<file path="config.mk">
export PLATFORM = sky130hd
export DESIGN_NAME = sp_rx_flat
export DESIGN_NICKNAME = d
export VERILOG_FILES = /design/src/rtl/sp_rx_if.sv /design/src/rtl/sp_rx.sv /design/src/flat_wrapper.sv
export SDC_FILE = /design/constraint.sdc
export NUM_CORES = 1
export LEC_CHECK = 0
export ABC_AREA = 0
export BUFFER_PORTS_ARGS = -buffer_cell sky130_fd_sc_hd__buf_2
export CAP_MARGIN = 20
export CORE_MARGIN = 2
export CORE_UTILIZATION = 45
export CTS_CLUSTER_SIZE = 16
export DETAILED_ROUTE_END_ITERATION = 10
export PLACE_DENSITY = 0.61
export SLEW_MARGIN = 40
export SYNTH_ARGS = -nofsm -noshare
export SYNTH_HDL_FRONTEND = slang
export SYNTH_SLANG_ARGS = --single-unit
export TNS_END_PERCENT = 30
</file>
<file path="constraint.sdc">
create_clock -name clk -period 2.5 [get_ports clk]
set_input_delay 0.125 -clock clk [delete_from_list [all_inputs] [get_ports clk]]
set_output_delay 0.125 -clock clk [all_outputs]
set_load 0.05 [all_outputs]
</file>
<file path="src/rtl/sp_rx_if.sv">
// SP receive link bundle: serial strobes/data in, word handshake and status out.
// With SP_RX_PARITY_EN defined the bundle also carries rx_perr.
interface sp_rx_if #(parameter int WIDTH = 16);
   logic             sp_start;
   logic             sp_req;
   logic             sp_data;
   logic             rx_ack;
   logic [WIDTH-1:0] rx_data;
   logic             rx_valid;
   logic             overrun;
   logic             frame_err;
   logic             busy;
`ifdef SP_RX_PARITY_EN
   logic             rx_perr;
`endif

   // master: link/consumer side driving the receiver
   modport master (
      output sp_start, sp_req, sp_data, rx_ack,
      input  rx_data, rx_valid, overrun, frame_err, busy
`ifdef SP_RX_PARITY_EN
      , input rx_perr
`endif
   );

   // slave: the receiver itself
   modport slave (
      input  sp_start, sp_req, sp_data, rx_ack,
      output rx_data, rx_valid, overrun, frame_err, busy
`ifdef SP_RX_PARITY_EN
      , output rx_perr
`endif
   );
endinterface

</file>
<file path="src/rtl/sp_rx.sv">
// SP serial receiver: MSB-first deserialiser paced by delayed sp_req strobes.
// Optional even-parity bit per frame when SP_RX_PARITY_EN is defined.
module sp_rx #(
   parameter int WIDTH      = 16,
   parameter int SAMPLE_DLY = 2
) (
   input  logic    clk,
   input  logic    rst,
   sp_rx_if.slave  bus
);
   localparam int CW = $clog2(WIDTH + 1);

`ifdef SP_RX_PARITY_EN
   typedef enum logic [1:0] {IDLE = 2'd0, SHIFT = 2'd1, PAR = 2'd2} state_t;
`else
   typedef enum logic [1:0] {IDLE = 2'd0, SHIFT = 2'd1} state_t;
`endif

   state_t                state;
   logic [CW-1:0]         bit_cnt;
   logic [WIDTH-1:0]      sh;
   logic [WIDTH-1:0]      word;
   logic [SAMPLE_DLY-1:0] dly;
   logic                  samp;
   logic                  last;
   logic                  mid_word;

   assign samp = dly[SAMPLE_DLY-1];
   assign word = {sh[WIDTH-2:0], bus.sp_data};
   assign last = (bit_cnt == CW'(WIDTH - 1));
`ifdef SP_RX_PARITY_EN
   assign mid_word = ((state == SHIFT) && (bit_cnt != '0)) || (state == PAR);
`else
   assign mid_word = (state == SHIFT) && (bit_cnt != '0);
`endif

   always_ff @(posedge clk or posedge rst) begin
      if (rst) begin
         state         <= IDLE;
         bit_cnt       <= '0;
         sh            <= '0;
         dly           <= '0;
         bus.rx_data   <= '0;
         bus.rx_valid  <= 1'b0;
         bus.overrun   <= 1'b0;
         bus.frame_err <= 1'b0;
         bus.busy      <= 1'b0;
`ifdef SP_RX_PARITY_EN
         bus.rx_perr   <= 1'b0;
`endif
      end else begin
         bus.overrun   <= 1'b0;
         bus.frame_err <= 1'b0;
         if (bus.rx_ack && bus.rx_valid) bus.rx_valid <= 1'b0;

         // a start flushes strobes still in flight from the previous frame
         if (bus.sp_start) dly <= '0;
         else              dly <= (dly << 1) | SAMPLE_DLY'(bus.sp_req);

         if (bus.sp_start) begin
            bus.frame_err <= mid_word;
            state         <= SHIFT;
            bus.busy      <= 1'b1;
            bit_cnt       <= '0;
            sh            <= '0;
         end else if (samp) begin
            case (state)
               SHIFT: begin
                  sh      <= word;
                  bit_cnt <= bit_cnt + CW'(1);
                  if (last) begin
`ifdef SP_RX_PARITY_EN
                     state <= PAR;
`else
                     // later rx_valid write overrides the ack clear above
                     bus.rx_data  <= word;
                     bus.rx_valid <= 1'b1;
                     bus.overrun  <= bus.rx_valid && !bus.rx_ack;
                     state        <= IDLE;
                     bus.busy     <= 1'b0;
`endif
                  end
               end
`ifdef SP_RX_PARITY_EN
               PAR: begin
                  bus.rx_data  <= sh;
                  bus.rx_valid <= 1'b1;
                  bus.overrun  <= bus.rx_valid && !bus.rx_ack;
                  bus.rx_perr  <= (^sh) ^ bus.sp_data;
                  state        <= IDLE;
                  bus.busy     <= 1'b0;
               end
`endif
               default: ;
            endcase
         end
      end
   end
endmodule
</file>
<file path="src/flat_wrapper.sv">
// flat-port wrapper written by rule: the top's interface ports become plain ports
module sp_rx_flat 
#(
   parameter int WIDTH      = 16,
   parameter int SAMPLE_DLY = 2
)
  (clk, rst, bus_sp_start, bus_sp_req, bus_sp_data, bus_rx_ack, bus_rx_data, bus_rx_valid, bus_overrun, bus_frame_err, bus_busy);
  sp_rx_if #(.WIDTH(WIDTH)) bus_i ();
  input  logic clk;
  input  logic rst;
  input wire logic [$bits(bus_i.sp_start)-1:0] bus_sp_start;
  input wire logic [$bits(bus_i.sp_req)-1:0] bus_sp_req;
  input wire logic [$bits(bus_i.sp_data)-1:0] bus_sp_data;
  input wire logic [$bits(bus_i.rx_ack)-1:0] bus_rx_ack;
  output wire logic [$bits(bus_i.rx_data)-1:0] bus_rx_data;
  output wire logic [$bits(bus_i.rx_valid)-1:0] bus_rx_valid;
  output wire logic [$bits(bus_i.overrun)-1:0] bus_overrun;
  output wire logic [$bits(bus_i.frame_err)-1:0] bus_frame_err;
  output wire logic [$bits(bus_i.busy)-1:0] bus_busy;
  assign bus_i.sp_start = bus_sp_start;
  assign bus_i.sp_req = bus_sp_req;
  assign bus_i.sp_data = bus_sp_data;
  assign bus_i.rx_ack = bus_rx_ack;
  assign bus_rx_data = bus_i.rx_data;
  assign bus_rx_valid = bus_i.rx_valid;
  assign bus_overrun = bus_i.overrun;
  assign bus_frame_err = bus_i.frame_err;
  assign bus_busy = bus_i.busy;
  sp_rx #(.WIDTH(WIDTH), .SAMPLE_DLY(SAMPLE_DLY)) u_core (.clk(clk), .rst(rst), .bus(bus_i));
endmodule
</file>
Word level (Yosys, flattened, before mapping)
Cells that the tools add are included.
W data, S select, Z words.
{"block": "totals", "regBits": 44, "in_bits": 6, "output_inout_bits": 20, "elab_cells": 50}
{"block": "classes", "add_sub_neg": 1, "eq_ne": 2, "n_mux": 25, "n_bitwise": 2, "n_reduce_logical": 11}
{"op": "$mux W15", "count": 3}
{"op": "$mux W5", "count": 3}
{"op": "$mux W1", "count": 14}
{"op": "$mux W2", "count": 5}
{"op": "$reduce_bool A2 Y1", "count": 3}
{"op": "$add A5 B1 Y5 const B", "count": 1}
{"op": "$eq A5 B4 Y1 const B", "count": 1}
{"op": "$reduce_bool A5 Y1", "count": 1}
{"op": "$reduce_and A4 Y1", "count": 1}
{"op": "$logic_and A1 B1 Y1", "count": 3}
{"op": "$reduce_and A3 Y1", "count": 1}
{"op": "$eq A2 B1 Y1 const B", "count": 1}
{"op": "$or A2 B1 Y2", "count": 1}
{"op": "$reduce_and A2 Y1", "count": 1}
{"op": "$logic_not A1 Y1", "count": 1}
{"op": "$not A1 Y1", "count": 1}

Logic depth before layout (Yosys ltp)
Gate-level depths: netlist (run 1).
{"block": "logic_depth", "ltp_word": 6, "ltp_mapped": 6}

Least setup slack after synthesis (run 1)
No wires, ideal clock.
{"block": "synth_path", "kind": "reg-to-reg", "from": "register u_core.bit_cnt[0]", "to": "register u_core.bus.rx_data[15]", "setup_time_ns": 0.125, "arrival_ns": 1.586, "required_time_ns": 2.375, "slack_ns": 0.789, "stages_incl_launch_ff": 7, "n_path_buf": 1, "period_less_slack_ns": 1.711, "cell_sequence": "dfrtp_1 > ha_1 > and3_1 > ha_1 > nand3b_4 > buf_6 > mux2_4"}
{"block": "synth_between", "elab_chain_cells": 2}
{"element": "start, declared", "line_no": "sp_rx.sv:20", "source": "logic [CW-1:0] bit_cnt;"}
{"element": "start signal, assigned", "line_no": "sp_rx.sv:70", "source": "bit_cnt <= bit_cnt + CW'(1);"}
{"element": "$eq A5 B4 Y1", "line_no": "sp_rx.sv:30", "source": "assign last = (bit_cnt == CW'(WIDTH - 1));"}
{"element": "$reduce_and A4 Y1 (no source line)"}
{"element": "end signal, assigned", "line_no": "sp_rx.sv:76", "source": "bus.rx_data <= word;"}
{"element": "end, declared", "line_no": "sp_rx_if.sv:29", "source": "output rx_data, rx_valid, overrun, frame_err, busy"}
Every way passes these cells.
A chain may end at the register's enable or synchronous reset.

Worst setup path after layout (run 1)
{"block": "layout_path", "from": "register u_core.bit_cnt[0]", "to": "register u_core.bus.rx_data[1]"}
The elaborated chain is that of the path after synthesis.

==> out/qor.csv, run 1 <==
stage,metric,value,unit
run_status,outcome,finished clean,
timing,rsz0062_at_grt,no,
worst_setup_path,worstPathRequired,2670,ps
power_and_ir_drop,vdd_drop_max,0.0003515,V
worst_setup_path,path_max_fanout,17,
timing,post-route-period-util,72.09,%
routing,antenna_left,0,
cts,clk-insertion-delay-late,290,ps
worst_setup_path,path_cells,ha_1 -> and3_1 -> ha_1 -> nand3b_4 -> mux2_2,
global_routing,grt_use_met3,4.429,%
cts,ctsLongestPathBuffers,2,
timing,finalClockSkew,5.737,ps
worst_setup_path,cp_num_buf_inv,0,
timing,post-route-min-period,1802,ps
logic_synthesis,netlist_area,1729,um2
logic_synthesis,synth_seq_area_share,60.78,%
timing,setup_viol,0,
logic_synthesis,synthCells,147,
global_routing,grt_max_degree,43,
power_and_ir_drop,cell_internal_pwr,0.8930,mW
cts,root_buffer,clkbuf_8,
floorplan,rows,22,
cts,numCtsBuffers,5,
logic_synthesis,ys_seq_elements,42,
routing,wl_per_cell,13.40,um
routing,drc_errors,0,
cts,clkSinkCount,42,
layout,drive_gt1_share,29.14,%
routing,post_drt_via_cell_ratio,5.004,
floorplan,core-area,3689,um2
worst_setup_path,criticalPathCategory,reg2reg,
power_and_ir_drop,switching_share,22.71,%
global_routing,grt_util_met1,20.18,%
placement,dp_slack,681.4,ps
logic_synthesis,synth_top_area_share,60.78,%
cts,cts_tree,yes,
floorplan,die_h,65.99,um
logic_synthesis,syn_avg_cell_area,11.76,um2
worst_setup_path,slowest_delay,420,ps
logic_synthesis,yosysUniqueCellTypes,25,
power_and_ir_drop,p_clk_share,36.3,%
layout,fin_nets,184,
power_and_ir_drop,power_frac_comb,4.2,%
worst_setup_path,cp_slowest_cell,dfrtp_1,
power_and_ir_drop,power.total,1.155,mW
cts,cts_max_level,2,
logic_synthesis,synth_area_leaders,"dfrtp_1 (61%), mux2_4 (7.8%), nand2_1 (7.6%)",
power_and_ir_drop,power_frac_seq,59.5,%
global_routing,grt_util_met2,26.77,%
floorplan,initial_core_util,46.88,%
min_path,min_path_type,in2reg,
cts,path_clk_slew,80,ps
logic_synthesis,synth_nets,157,
worst_setup_path,cp-start-kind,register,
global_routing,grt_pass1_vias,1179,
global_routing,antenna_found_initial,0,
logic_synthesis,synth_top_cell_by_area,dfrtp_1,
timing,worst_slack,697.8,ps
timing,tns,0,ps
worst_setup_path,end_kind,register,
worst_setup_path,cp.arrival,1980,ps
layout,area_delta_synth_final,14.40,%
timing,slew_headroom,57.35,%
power_and_ir_drop,p_sw,0.2623,mW
timing,finalHoldViolations,0,
timing,fmax,554.9,MHz
global_routing,busiest_layer,met2,
routing,num_vias,1116,
global_routing,grt-ovfl-total,0,
routing,drt_iter0_drc,38,
cts,cts_resized,0,
floorplan,dieWidth,65.99,um
placement,gp_congestion,0.7291,
layout,final_util,53.63,%
global_routing,grt_first_pass_wirelength,5.285,mm
worst_setup_path,crit_family,simple AND/OR/NAND/NOR gates,
timing,slew_violations,0,
worst_setup_path,path_common_cell,ha_1,
power_and_ir_drop,leakage,1.030,nW
layout,antenna_cells,0,
timing,worst_slew_pin_slew,638.2,ps
routing,wl,2.988,mm
placement,hpwl,1.930,mm
floorplan,ios,26,
logic_synthesis,yosysWarnings,0,
routing,drt_pre_antenna_iters,4,
placement,portBuffers,25,
job,drv_cap,0,
power_and_ir_drop,p_per_area,584.0,nW/um2
floorplan,die-area,4355,um2
global_routing,grtUsageTotal,16.06,%
==> synth_stat cells <==
master	number
a211oi_1	1
a21o_1	1
a21oi_1	17
a31oi_1	1
and2_2	1
and3_1	1
buf_2	2
buf_4	1
buf_6	1
clkbuf_1	3
dfrtp_1	42
ha_1	4
inv_1	4
mux2_2	7
mux2_4	9
nand2_1	35
nand2b_1	2
nand3_1	2
nand3b_4	1
nor2_1	5
nor2b_1	2
o21ai_0	2
or3_1	1
xnor2_1	1
xor2_1	1
==> placed cells by master, fill, tap and decap left out, types with 2 or more instances in the layout <==
master,instances
o21ai_0,2
nand3_1,2
buf_2,25
nand2_1,35
nor2_1,5
inv_1,4
mux2_4,9
ha_1,4
nor2b_1,2
clkbuf_8,5
nand2b_1,2
dfrtp_1,42
a21oi_1,17
mux2_2,7
==> kinds of logic after synthesis <==
family / Yosys count / share of synthesized area, %
mux: 16 / 12.37
simple gates: 50 / 13.03
buf+inv: 11 / 3.184
fa+ha+maj: 4 / 2.894
xor+xnor: 2 / 1.013
flops: 42 / 60.78
compound gates: 22 / 6.730
==> registers in the layout, summed over array words and instances (netlist names) <==
signal / cells
u_core.bus.rx_data: 16
u_core.sh: 15
u_core.bit_cnt: 5
u_core.dly: 2
u_core.bus.frame_err: 1
u_core.bus.overrun: 1
u_core.bus.rx_valid: 1
u_core.state: 1
==> final cells by class <==
| class | instances | area [um2] |
|---|---|---|
| inverters | 4 | 15.01 |
| repair buffers | 27 | 142.6 |
| flip-flops and latches | 42 | 1051 |
| clock inverters | 2 | 13.76 |
| fillers | 335 | 1710 |
| multi-input cells | 94 | 623.1 |
| clock buffers | 6 | 72.57 |
| well taps | 48 | 60.06 |
==> timing repair <==
| item | 4_1_cts | 5_1_grt |
|---|---|---|
| hold buffers | 1 | 0 |
| endpoints found under the hold margin | 42 | 0 |
| setup buffers | 0 | 0 |
| endpoints found under the setup margin | 0 | 0 |
==> through the flow <==
stage / cells / hold slack (ps) / instance area [um2]
2_1_floorplan: 147 / 255.7 / 1729
3_3_place_gp: 214 / 269.5 / 1882
3_5_place_dp: 214 / 284.8 / 1882
4_1_cts: 223 / 47.42 / 1978
5_1_grt: 223 / 47.03 / 1978
6_report: 223 / 46.76 / 1978
==> power by group through the flow <==
stage	combinational [mW]	clock, mW	sequential [mW]
3_3_place_gp	0.0472	0	0.700
5_1_grt	0.0561	0.471	0.688
4_1_cts	0.0500	0.435	0.687
2_1_floorplan	0.0322	0	0.704
3_5_place_dp	0.0485	0	0.701
6_report	0.0485	0.420	0.687
==> worst reg2reg max path: stages, from the launching register on <==
cell and delay, ps:
dfrtp_1 420, ha_1 220, and3_1 200, ha_1 210, nand3b_4 260, mux2_2 370
==> routing by layer <==
metal	part of all wire, %	vias up
met3	3.8	5
li1	-	537
met2	49	21
met1	46	553
met5	0	-
met4	1.1	0
==> final timing paths <==
| kind | start | to | slack, ps | cells after the start |
|---|---|---|---|---|
| setup / recovery | u_core.bit_cnt[0] | u_core.bus.rx_data[1] | 700 | 5 |
| hold / removal | bus_sp_req | u_core.dly[0] | 50 | 2 |
| setup reg to reg | u_core.bit_cnt[0] | u_core.bus.rx_data[1] | 700 | 5 |
| hold reg to reg | u_core.dly[0] | u_core.dly[1] | 480 | 1 |
| max in group asynchronous | rst | u_core.bus.rx_data[3] | 1620 | 4 |
| min in group asynchronous | rst | u_core.bus.rx_data[9] | 500 | 4 |
(Power assumes the default switching activity.)
==> inputs of run 2 (changes only) <==
PLACE_DENSITY = 0.64   (was 0.61)
clock period = 1.5 ns   (was 2.5 ns; I/O delays follow)
==> run 2 against run 1 <==
Via count grew 7.5%; register-to-register slack lost 790 ps; first-iteration DRC count grew 11%; final cell count grew 7.6%; worst hold slack lost 18 ps; non-clock buffer count grew 17; the run now ends with negative setup slack left.
==> out/qor.csv, run 2 (synthesis gave the netlist of run 1 again) <==
stage,metric,value,unit
floorplan,core-area,3689,um2
power_and_ir_drop,p_per_area,957.1,nW/um2
routing,drt_pre_antenna_iters,4,
routing,drt_iter0_drc,42,
layout,antenna_cells,0,
timing,slew_violations,0,
worst_setup_path,criticalPathCategory,reg2reg,
layout,max_flop_register,u_core.bus.rx_data,
routing,wl,3.344,mm
power_and_ir_drop,power.total,2.129,mW
worst_setup_path,cp_slowest_cell,dfrtp_1,
placement,placed_cell_area,1978,um2
cts,cts_max_level,2,
global_routing,grt_pass1_vias,1212,
layout,layout.cells.most_common,dfrtp_1,
layout,ff_latch_area,1052,um2
power_and_ir_drop,vdd_drop_max,0.0006058,V
floorplan,dieWidth,65.99,um
floorplan,rows,22,
worst_setup_path,path_max_fanout,7,
layout,fin_area,2225,um2
global_routing,antenna_found_initial,0,
power_and_ir_drop,leakage,1.161,nW
layout,multi_input_comb_area,669.4,um2
worst_setup_path,path_cells,ha_2 -> and3_4 -> ha_4 -> nand3b_4 -> buf_12 -> mux2_4,
worst_setup_path,reg2reg_setup_slack,-90,ps
placement,portBuffers,25,
timing,finalHoldViolations,0,
cts,numCtsBuffers,5,
global_routing,grtUsageTotal,17.64,%
cts,ctsLongestPathBuffers,2,
global_routing,grt_use_met3,6.133,%
routing,drc_errors,0,
placement,dp_slack,-155.6,ps
cts,cts_tree,yes,
cts,clkSinkCount,42,
layout,nFillCells,312,
timing,worst_slew_pin_slew,517.5,ps
timing,post-route-period-util,106.0,%
timing,fmax,629.0,MHz
global_routing,grt_max_degree,43,
floorplan,initial_core_util,46.88,%
timing,finalClockSkew,9.342,ps
timing,worst_slack,-89.70,ps
run_status,outcome,"complete, but fails checks",
global_routing,grt_util_met2,28.54,%
placement,gp_congestion,0.7842,
run_status,violations,negative setup slack,
min_path,min_path_type,in2reg,
timing,slew_headroom,65.50,%
layout,area_delta_synth_final,28.65,%
global_routing,grt_first_pass_wirelength,5.644,mm
cts,root_buffer,clkbuf_8,
layout,fin_nets,201,
routing,post_drt_via_cell_ratio,5.000,
cts,clk-insertion-delay-late,300,ps
worst_setup_path,worstPathRequired,1680,ps
floorplan,die_h,65.99,um
job,drv_cap,0,
cts,path_clk_slew,70,ps
global_routing,grt-ovfl-total,0,
routing,wl_per_cell,13.93,um
worst_setup_path,cp.arrival,1770,ps
layout,layout_common_cells,"dfrtp_1 (41), nand2_1 (35), buf_2 (25)",
layout,drive_gt1_share,36.98,%
worst_setup_path,slowest_delay,360,ps
global_routing,busiest_layer,met2,
timing,setup_viol,16,
placement,hpwl,2.103,mm
worst_setup_path,cp-start-kind,register,
global_routing,grt_util_met1,22.01,%
timing,post-route-min-period,1590,ps
timing,rsz0062_at_grt,yes,
floorplan,die-area,4355,um2
floorplan,ios,26,
routing,num_vias,1200,
layout,largest_register_ffs,16,
worst_setup_path,end_kind,register,
layout,reg_top3,"u_core.bus.rx_data (16), u_core.sh (15), u_core.bit_cnt (5)",
routing,antenna_left,0,
[run 2: per-stage QoR]
stage	hold WS (ps)	utilization, %	std cells	TNS (ps)
floorplan	205.7	-	147	-901.3
global placement	222.1	53.63	224	-1602
detailed placement	234.5	53.63	224	-2083
CTS	27.77	60.11	239	-958.9
global route	33.37	60.31	240	-2266
finish	28.85	60.31	240	-1158
[run 2: area by class of cell]
cell class                 instances  area share [%]
timing repair buffer              44           14.29
multi-input combinational         94           30.09
sequential                        42           47.30
tap                               48           2.700
clock inverter                     2           1.687
clock buffer                       6           3.262
inverter                           4          0.6749
[run 2: timing repair]
action / in CTS / in global routing
hold buffers: 2 / 0
buffers inserted: 4 / 1
hold endpoints to repair: 43 / 0
gates cloned: 1 / 0
setup endpoints to repair: 16 / 16
resized for setup: 8 / 0
pin swaps: 2 / 1
[run 2: per-layer routing]
metal  wire length (um)  vias up
li1                   -      570
met1               1479      601
met2               1663       23
met3                155        6
met4                 46        0
met5                  0        -
[run 2: power breakdown]
| group | switching (mW) | internal (mW) |
|---|---|---|
| sequential | 0.00407 | 1.14 |
| combinational | 0.0665 | 0.0340 |
| clock | 0.388 | 0.497 |
| total | 0.459 | 1.67 |
[run 2: path summary, 6_finish.rpt]
check	from	end	depth (start not counted)
hold / removal	bus_rx_ack	u_core.bus.overrun	3
min in group asynchronous	rst	u_core.sh[14]	4
setup reg to reg	u_core.bit_cnt[1]	u_core.bus.rx_data[12]	6
setup / recovery	u_core.bit_cnt[1]	u_core.bus.rx_data[12]	6
hold reg to reg	u_core.dly[0]	u_core.dly[1]	1
max in group asynchronous	rst	u_core.state[0]	4
[run 2: critical path, delay by kind of cell, from the launching register on]
kind	cells	cell delay, ps
and+or+nand+nor	2	330
adders and majority gates	2	310
DFF	1	360
muxes	1	290
buffers and inverters	1	180
